[src/rtl/alu_pwr_seq.sv]
// -----------------------------------------------------------------------------
// alu_pwr_seq -- power-gating sequencer for the ALU power domain.
//
// Wakes the ALU domain on demand (power on, wait, then release isolation) and
// shuts it down after a programmable idle period (isolate, wait, then power
// off). The ALU start strobe is only forwarded while the domain is ready.
//
// Optional feature macro: ALU_PWR_STATS_EN
//   defined   -> adds output wake_cnt, a saturating count of OFF->PWR_UP wakes
//   undefined -> wake_cnt port and logic are absent
//
// Parameters:
//   PWRUP_CYC      cycles powered but still isolated before isolation release
//   ISO_SETUP_CYC  cycles isolated but still powered before power drops
//   IDLE_CYC       consecutive idle cycles in ON before shutdown starts
//   CNT_W          width of the internal counter and of wake_cnt
//
// Ports:
//   clk         clock, all logic on posedge
//   rst         synchronous active-high reset
//   req         requester needs the ALU (level)
//   force_on    keep the domain powered, blocks shutdown
//   start_in    ALU start request from the requester
//   busy        ALU busy from the ALU
//   alu_pwr_en  ALU domain power enable (registered)
//   iso_en      ALU output isolation (registered)
//   ready       domain powered and de-isolated (registered)
//   start_out   start_in & ready (combinational)
//   start_drop  registered one-cycle pulse: start_in seen while ready=0
//   wake_cnt    saturating wake counter (only with ALU_PWR_STATS_EN)
//   state       current FSM state encoding
//
// Handshake: req is a level the requester raises and holds until it sees
// ready=1; ready=1 means start_in is forwarded to the ALU in the same cycle.
// A start_in while ready=0 is discarded and reported on start_drop; it never
// wakes the domain on its own.
// -----------------------------------------------------------------------------
module alu_pwr_seq #(
    parameter int PWRUP_CYC     = 4,
    parameter int ISO_SETUP_CYC = 2,
    parameter int IDLE_CYC      = 16,
    parameter int CNT_W         = 8
) (
    input  logic             clk,
    input  logic             rst,
    input  logic             req,
    input  logic             force_on,
    input  logic             start_in,
    input  logic             busy,
    output logic             alu_pwr_en,
    output logic             iso_en,
    output logic             ready,
    output logic             start_out,
    output logic             start_drop,
`ifdef ALU_PWR_STATS_EN
    output logic [CNT_W-1:0] wake_cnt,
`endif
    output logic [2:0]       state
);

    typedef enum logic [2:0] {
        OFF    = 3'd0,
        PWR_UP = 3'd1,
        UNISO  = 3'd2,
        ON     = 3'd3,
        ISO    = 3'd4,
        PWR_DN = 3'd5
    } state_t;

    // Terminal counts: a phase of N cycles ends when the counter shows N-1.
    localparam logic [CNT_W-1:0] PWRUP_LAST = CNT_W'(PWRUP_CYC - 1);
    localparam logic [CNT_W-1:0] ISO_LAST   = CNT_W'(ISO_SETUP_CYC - 1);
    localparam logic [CNT_W-1:0] IDLE_LAST  = CNT_W'(IDLE_CYC - 1);

    state_t           state_q;
    state_t           state_d;
    logic [CNT_W-1:0] cnt_q;
    logic [CNT_W-1:0] cnt_d;
    logic             pwr_d;
    logic             iso_d;
    logic             rdy_d;
    logic             wake_req;
    logic             active;

    assign wake_req = req | force_on;
    assign active   = req | force_on | start_in | busy;

    // One counter serves every timed phase; it is cleared on each state
    // change so each phase starts counting from zero.
    always_comb begin
        state_d = state_q;
        cnt_d   = cnt_q;
        case (state_q)
            OFF: begin
                cnt_d = '0;
                if (wake_req) begin
                    state_d = PWR_UP;
                end
            end
            PWR_UP: begin
                // Dropping req here does not abort the power-up.
                if (cnt_q == PWRUP_LAST) begin
                    state_d = UNISO;
                    cnt_d   = '0;
                end else begin
                    cnt_d = cnt_q + 1'b1;
                end
            end
            UNISO: begin
                // One settling cycle for the ALU outputs before ready.
                state_d = ON;
                cnt_d   = '0;
            end
            ON: begin
                // cnt_q counts consecutive idle cycles here.
                if (active) begin
                    cnt_d = '0;
                end else if (cnt_q == IDLE_LAST) begin
                    state_d = ISO;
                    cnt_d   = '0;
                end else begin
                    cnt_d = cnt_q + 1'b1;
                end
            end
            ISO: begin
                // Power is still on, so a new request can simply re-release
                // isolation instead of completing the shutdown.
                if (wake_req) begin
                    state_d = UNISO;
                    cnt_d   = '0;
                end else if (cnt_q == ISO_LAST) begin
                    state_d = PWR_DN;
                    cnt_d   = '0;
                end else begin
                    cnt_d = cnt_q + 1'b1;
                end
            end
            PWR_DN: begin
                state_d = OFF;
                cnt_d   = '0;
            end
            default: begin
                state_d = OFF;
                cnt_d   = '0;
            end
        endcase
    end

    // Moore outputs decoded from the next state so they leave a flop together
    // with the state register.
    always_comb begin
        pwr_d = 1'b0;
        iso_d = 1'b1;
        rdy_d = 1'b0;
        case (state_d)
            PWR_UP: pwr_d = 1'b1;
            UNISO: begin
                pwr_d = 1'b1;
                iso_d = 1'b0;
            end
            ON: begin
                pwr_d = 1'b1;
                iso_d = 1'b0;
                rdy_d = 1'b1;
            end
            ISO:     pwr_d = 1'b1;
            default: pwr_d = 1'b0;
        endcase
    end

    always_ff @(posedge clk) begin
        if (rst) begin
            state_q    <= OFF;
            cnt_q      <= '0;
            alu_pwr_en <= 1'b0;
            iso_en     <= 1'b1;
            ready      <= 1'b0;
            start_drop <= 1'b0;
        end else begin
            state_q    <= state_d;
            cnt_q      <= cnt_d;
            alu_pwr_en <= pwr_d;
            iso_en     <= iso_d;
            ready      <= rdy_d;
            start_drop <= start_in & ~ready;
        end
    end

    assign start_out = start_in & ready;
    assign state     = state_q;

`ifdef ALU_PWR_STATS_EN
    // Only genuine OFF->PWR_UP wakes count; ISO->UNISO aborts do not.
    logic wake_evt;
    assign wake_evt = (state_q == OFF) && wake_req;

    always_ff @(posedge clk) begin
        if (rst) begin
            wake_cnt <= '0;
        end else if (wake_evt && (wake_cnt != '1)) begin
            wake_cnt <= wake_cnt + 1'b1;
        end
    end
`endif

endmodule
[config.mk]
export PLATFORM = sky130hd
export DESIGN_NAME = alu_pwr_seq
export DESIGN_NICKNAME = d
export VERILOG_FILES = /design/src/rtl/alu_pwr_seq.sv
export SDC_FILE = /design/constraint.sdc
export NUM_CORES = 1
export LEC_CHECK = 0
export CAP_MARGIN = 20
export CORE_MARGIN = 2
export CORE_UTILIZATION = 40
export CTS_CLUSTER_SIZE = 20
export DETAILED_ROUTE_END_ITERATION = 12
export DONT_BUFFER_PORTS = 1
export PLACE_DENSITY_LB_ADDON = 0.15
export RECOVER_POWER = 50
export SLEW_MARGIN = 20
export SYNTH_ARGS = -nofsm -noshare
export SYNTH_HDL_FRONTEND = slang
export SYNTH_SLANG_ARGS = --single-unit
[constraint.sdc]
create_clock -name clk -period 2.15 [get_ports clk]
set_input_delay 0.43 -clock clk [delete_from_list [all_inputs] [get_ports clk]]
set_output_delay 0.43 -clock clk [all_outputs]
set_load 0.05 [all_outputs]
==> flow_metrics.py <==
metrics = {
    "placement": {
        "dp_hpwl_mm": 1.10,
        "globalplace.congestion": 0.774,
        "dp_cells": 116,
        "io_buffers": 0,
    },
    "routing": {
        "dr.pass1.iters": 4,
        "drc_errors": 0,
        "wl_per_cell_um": 11.9,
        "via_per_inst": 5.15,
        "totalWireLength_mm": 1.42,
        "detail-route-antenna-nets": 0,
        "vias": 618,
        "drtIter0Drc": 18,
    },
    "final_layout": {
        "drive_gt1_frac": 0.168,
        "final_core_util": 0.477,
        "regArea_um2": 300,
        "multi_input_area_um2": 462,
        "syn2layout_area_growth_pct": 9.32,
        "fin_cells": 120,
        "fillers": 178,
        "final_nets": 104,
        "diodes": 0,
    },
    "sta": {
        "fin_crit_ns": 1.77,
        "slew_headroom": 0.608,
        "fmax_mhz": 565,
        "tns_ns": 0,
        "setup-violations-final": 0,
        "finalClockSkew_ns": 0.00103,
        "maxSlewViolCount": 0,
        "worstMarginPinSlew_ns": 0.591,
        "rsz0062_at_grt": "false",
        "hold_violations": 0,
        "holdWs_ns": 0.207,
        "post-route-period-util": 0.823,
    },
    "synthesis": {
        "yosysTopAreaCell": "dfxtp_1",
        "ys_ff_latch": 15,
        "synth_area_leaders": "dfxtp_1 (39%), nor2_1 (6.3%), nand3_1 (4.5%)",
        "syn_inst": 89,
        "ys.flop_type": "dfxtp_1",
        "yosys_warnings": 0,
        "avgSynthCellArea_um2": 8.74,
        "yosysMostFrequentCell": "dfxtp_1",
        "synth_top_area_frac": 0.386,
        "synth_edf_count": 0,
        "netlist_area_um2": 778,
        "synth_top_cells_by_count": "dfxtp_1 (15), nor2_1 (13), nand2_1 (8)",
        "yosysSeqAreaShare": 0.386,
        "synth_nets": 97,
        "async_flop_share": 0,
        "synth.distinct_cells": 33,
    },
    "grt": {
        "antenna_found_initial": 0,
        "grt_usage": 0.145,
        "grt_max_degree": 13,
        "grt_overflow_total": 0,
        "grt_pass1_vias": 533,
        "grt_pass1_wl_mm": 2.26,
    },
    "setup_path": {
        "slowest_delay_ns": 0.45,
        "rr_worst_depth": 5,
        "path_depth": 5,
        "crit_slowest_cell": "nor4_4",
        "rrSetupSlack_ns": 0.38,
        "cp-startpoint": "cnt_q[4]$_SDFF_PP0_",
        "critical_path_required_ns": 2.34,
        "cp-start-kind": "flip-flop",
        "crit_type": "flip-flop to flip-flop",
        "path_max_fanout": 7,
        "critPathCaptureType": "flip-flop",
        "worst-path-buf-inv": 0,
        "r2r-start": "cnt_q[4]$_SDFF_PP0_",
        "crit_chain": "nor4_4 -> nand4_2 -> a221oi_2 -> a211oi_1 -> a31o_1",
        "crit_path_end": "alu_pwr_en$_SDFF_PP0_",
        "crit_arrival_ns": 1.96,
        "rr_endpoint": "alu_pwr_en$_SDFF_PP0_",
        "critical_path.top_delay_family": "compound AO/OA/AOI/OAI gates",
    },
    "cts": {
        "cts_buffers": 3,
        "cts_hold_buf": 0,
        "cts_setup_buffers": 0,
        "htree_levels": 1,
        "cts_tree": "done",
        "clock_latency_ns": 0.28,
        "cts_sinks": 15,
        "cts_root_buffer": "clkbuf_4",
        "clkSlewWorstSetupHoldPaths_ns": 0.09,
        "ctsResizeCount": 0,
        "clockBufferDepth": 2,
    },
    "floorplan": {
        "die_h_um": 48.1,
        "start_util": 0.436,
        "core_mm2": 0.00178,
        "fp.dieW_um": 48.1,
        "rows": 15,
        "io_pins": 14,
        "dieArea_mm2": 0.00231,
    },
    "power_and_ir_drop": {
        "fin_total_pwr_uw": 501,
        "vdd_drop_max_mv": 0.304,
        "power.density_mw_per_mm2": 589,
        "p_leak_uw": 0.000318,
    },
    "status": {
        "status": "finished, final reports clean",
    },
    "flow_run": {
        "cap_violations": 0,
    },
    "min_path": {
        "whs_path_depth": 1,
        "min_path_type": "primary input to flip-flop",
    },
}
==> flip-flops by register name (all words and copies together) (netlist names) <==
register	count
iso_en	1
alu_pwr_en	1
state	3
ready	1
start_drop	1
cnt_q	8
==> worst min-delay path by stage <==
stage / startpoint / end / slack (ns)
floorplan: cnt_q[0]$_SDFF_PP0_ / cnt_q[0]$_SDFF_PP0_ / 0.43
global placement: cnt_q[0]$_SDFF_PP0_ / cnt_q[0]$_SDFF_PP0_ / 0.44
detailed placement: cnt_q[0]$_SDFF_PP0_ / cnt_q[0]$_SDFF_PP0_ / 0.46
CTS: rst / start_drop$_SDFF_PP0_ / 0.19
global route: rst / start_drop$_SDFF_PP0_ / 0.19
finish: rst / start_drop$_SDFF_PP0_ / 0.21
==> logic make-up (layout without fill, tap and decap cells) <==
family                     Yosys count  after routing  share of synthesized area
and+or+nand+nor                     47             47                      0.347
AOI/OAI and AO/OA                   16             16                      0.158
buffers and inverters                4             10                     0.0209
DFF                                 15             15                      0.386
xor gates and xnor gates             5              5                     0.0563
adders and majority gates            2              2                     0.0321
==> power by group <==
group / switching [uW] / internal (uW)
registers: 16.7 / 283
clock network: 93.5 / 69.0
logic: 23.3 / 15.3
total: 134 / 368
==> final cells by class <==
cell class / instances / area share
multi-input combinational: 70 / 0.543
sequential: 15 / 0.353
tap: 25 / 0.0368
inverter: 2 / 0.00882
clock buffer: 3 / 0.0265
clock inverter: 1 / 0.00588
timing repair buffer: 4 / 0.0265
==> cells in the final DEF, fill, tap and decap left out, types with 2 or more instances in the layout <==
master     n
a211o_1    2
a21oi_1    4
and2_1     2
and3_1     2
and3_2     2
buf_4      2
clkbuf_1   2
clkbuf_4   3
dfxtp_1   15
ha_1       2
inv_1      2
nand2_1    8
nand3_1    7
nor2_1    13
nor3b_1    3
o21ai_0    2
or2_2      2
xnor2_1    3
xor2_1     2
==> routing by layer <==
layer,track usage,up-vias,routed length (um)
met5,0,-,0
met4,0.0811,0,15
met3,0.0444,2,60
met2,0.221,13,658
met1,0.183,276,688
li1,-,327,-
==> stage by stage <==
stage	worst slack (ns)	instance area [um^2]
global route	0.225	851
floorplan	0.375	778
finish	0.380	851
CTS	0.368	858
detailed placement	0.369	831
global placement	0.434	831
Note: power is estimated with default switching activity, not from simulation.
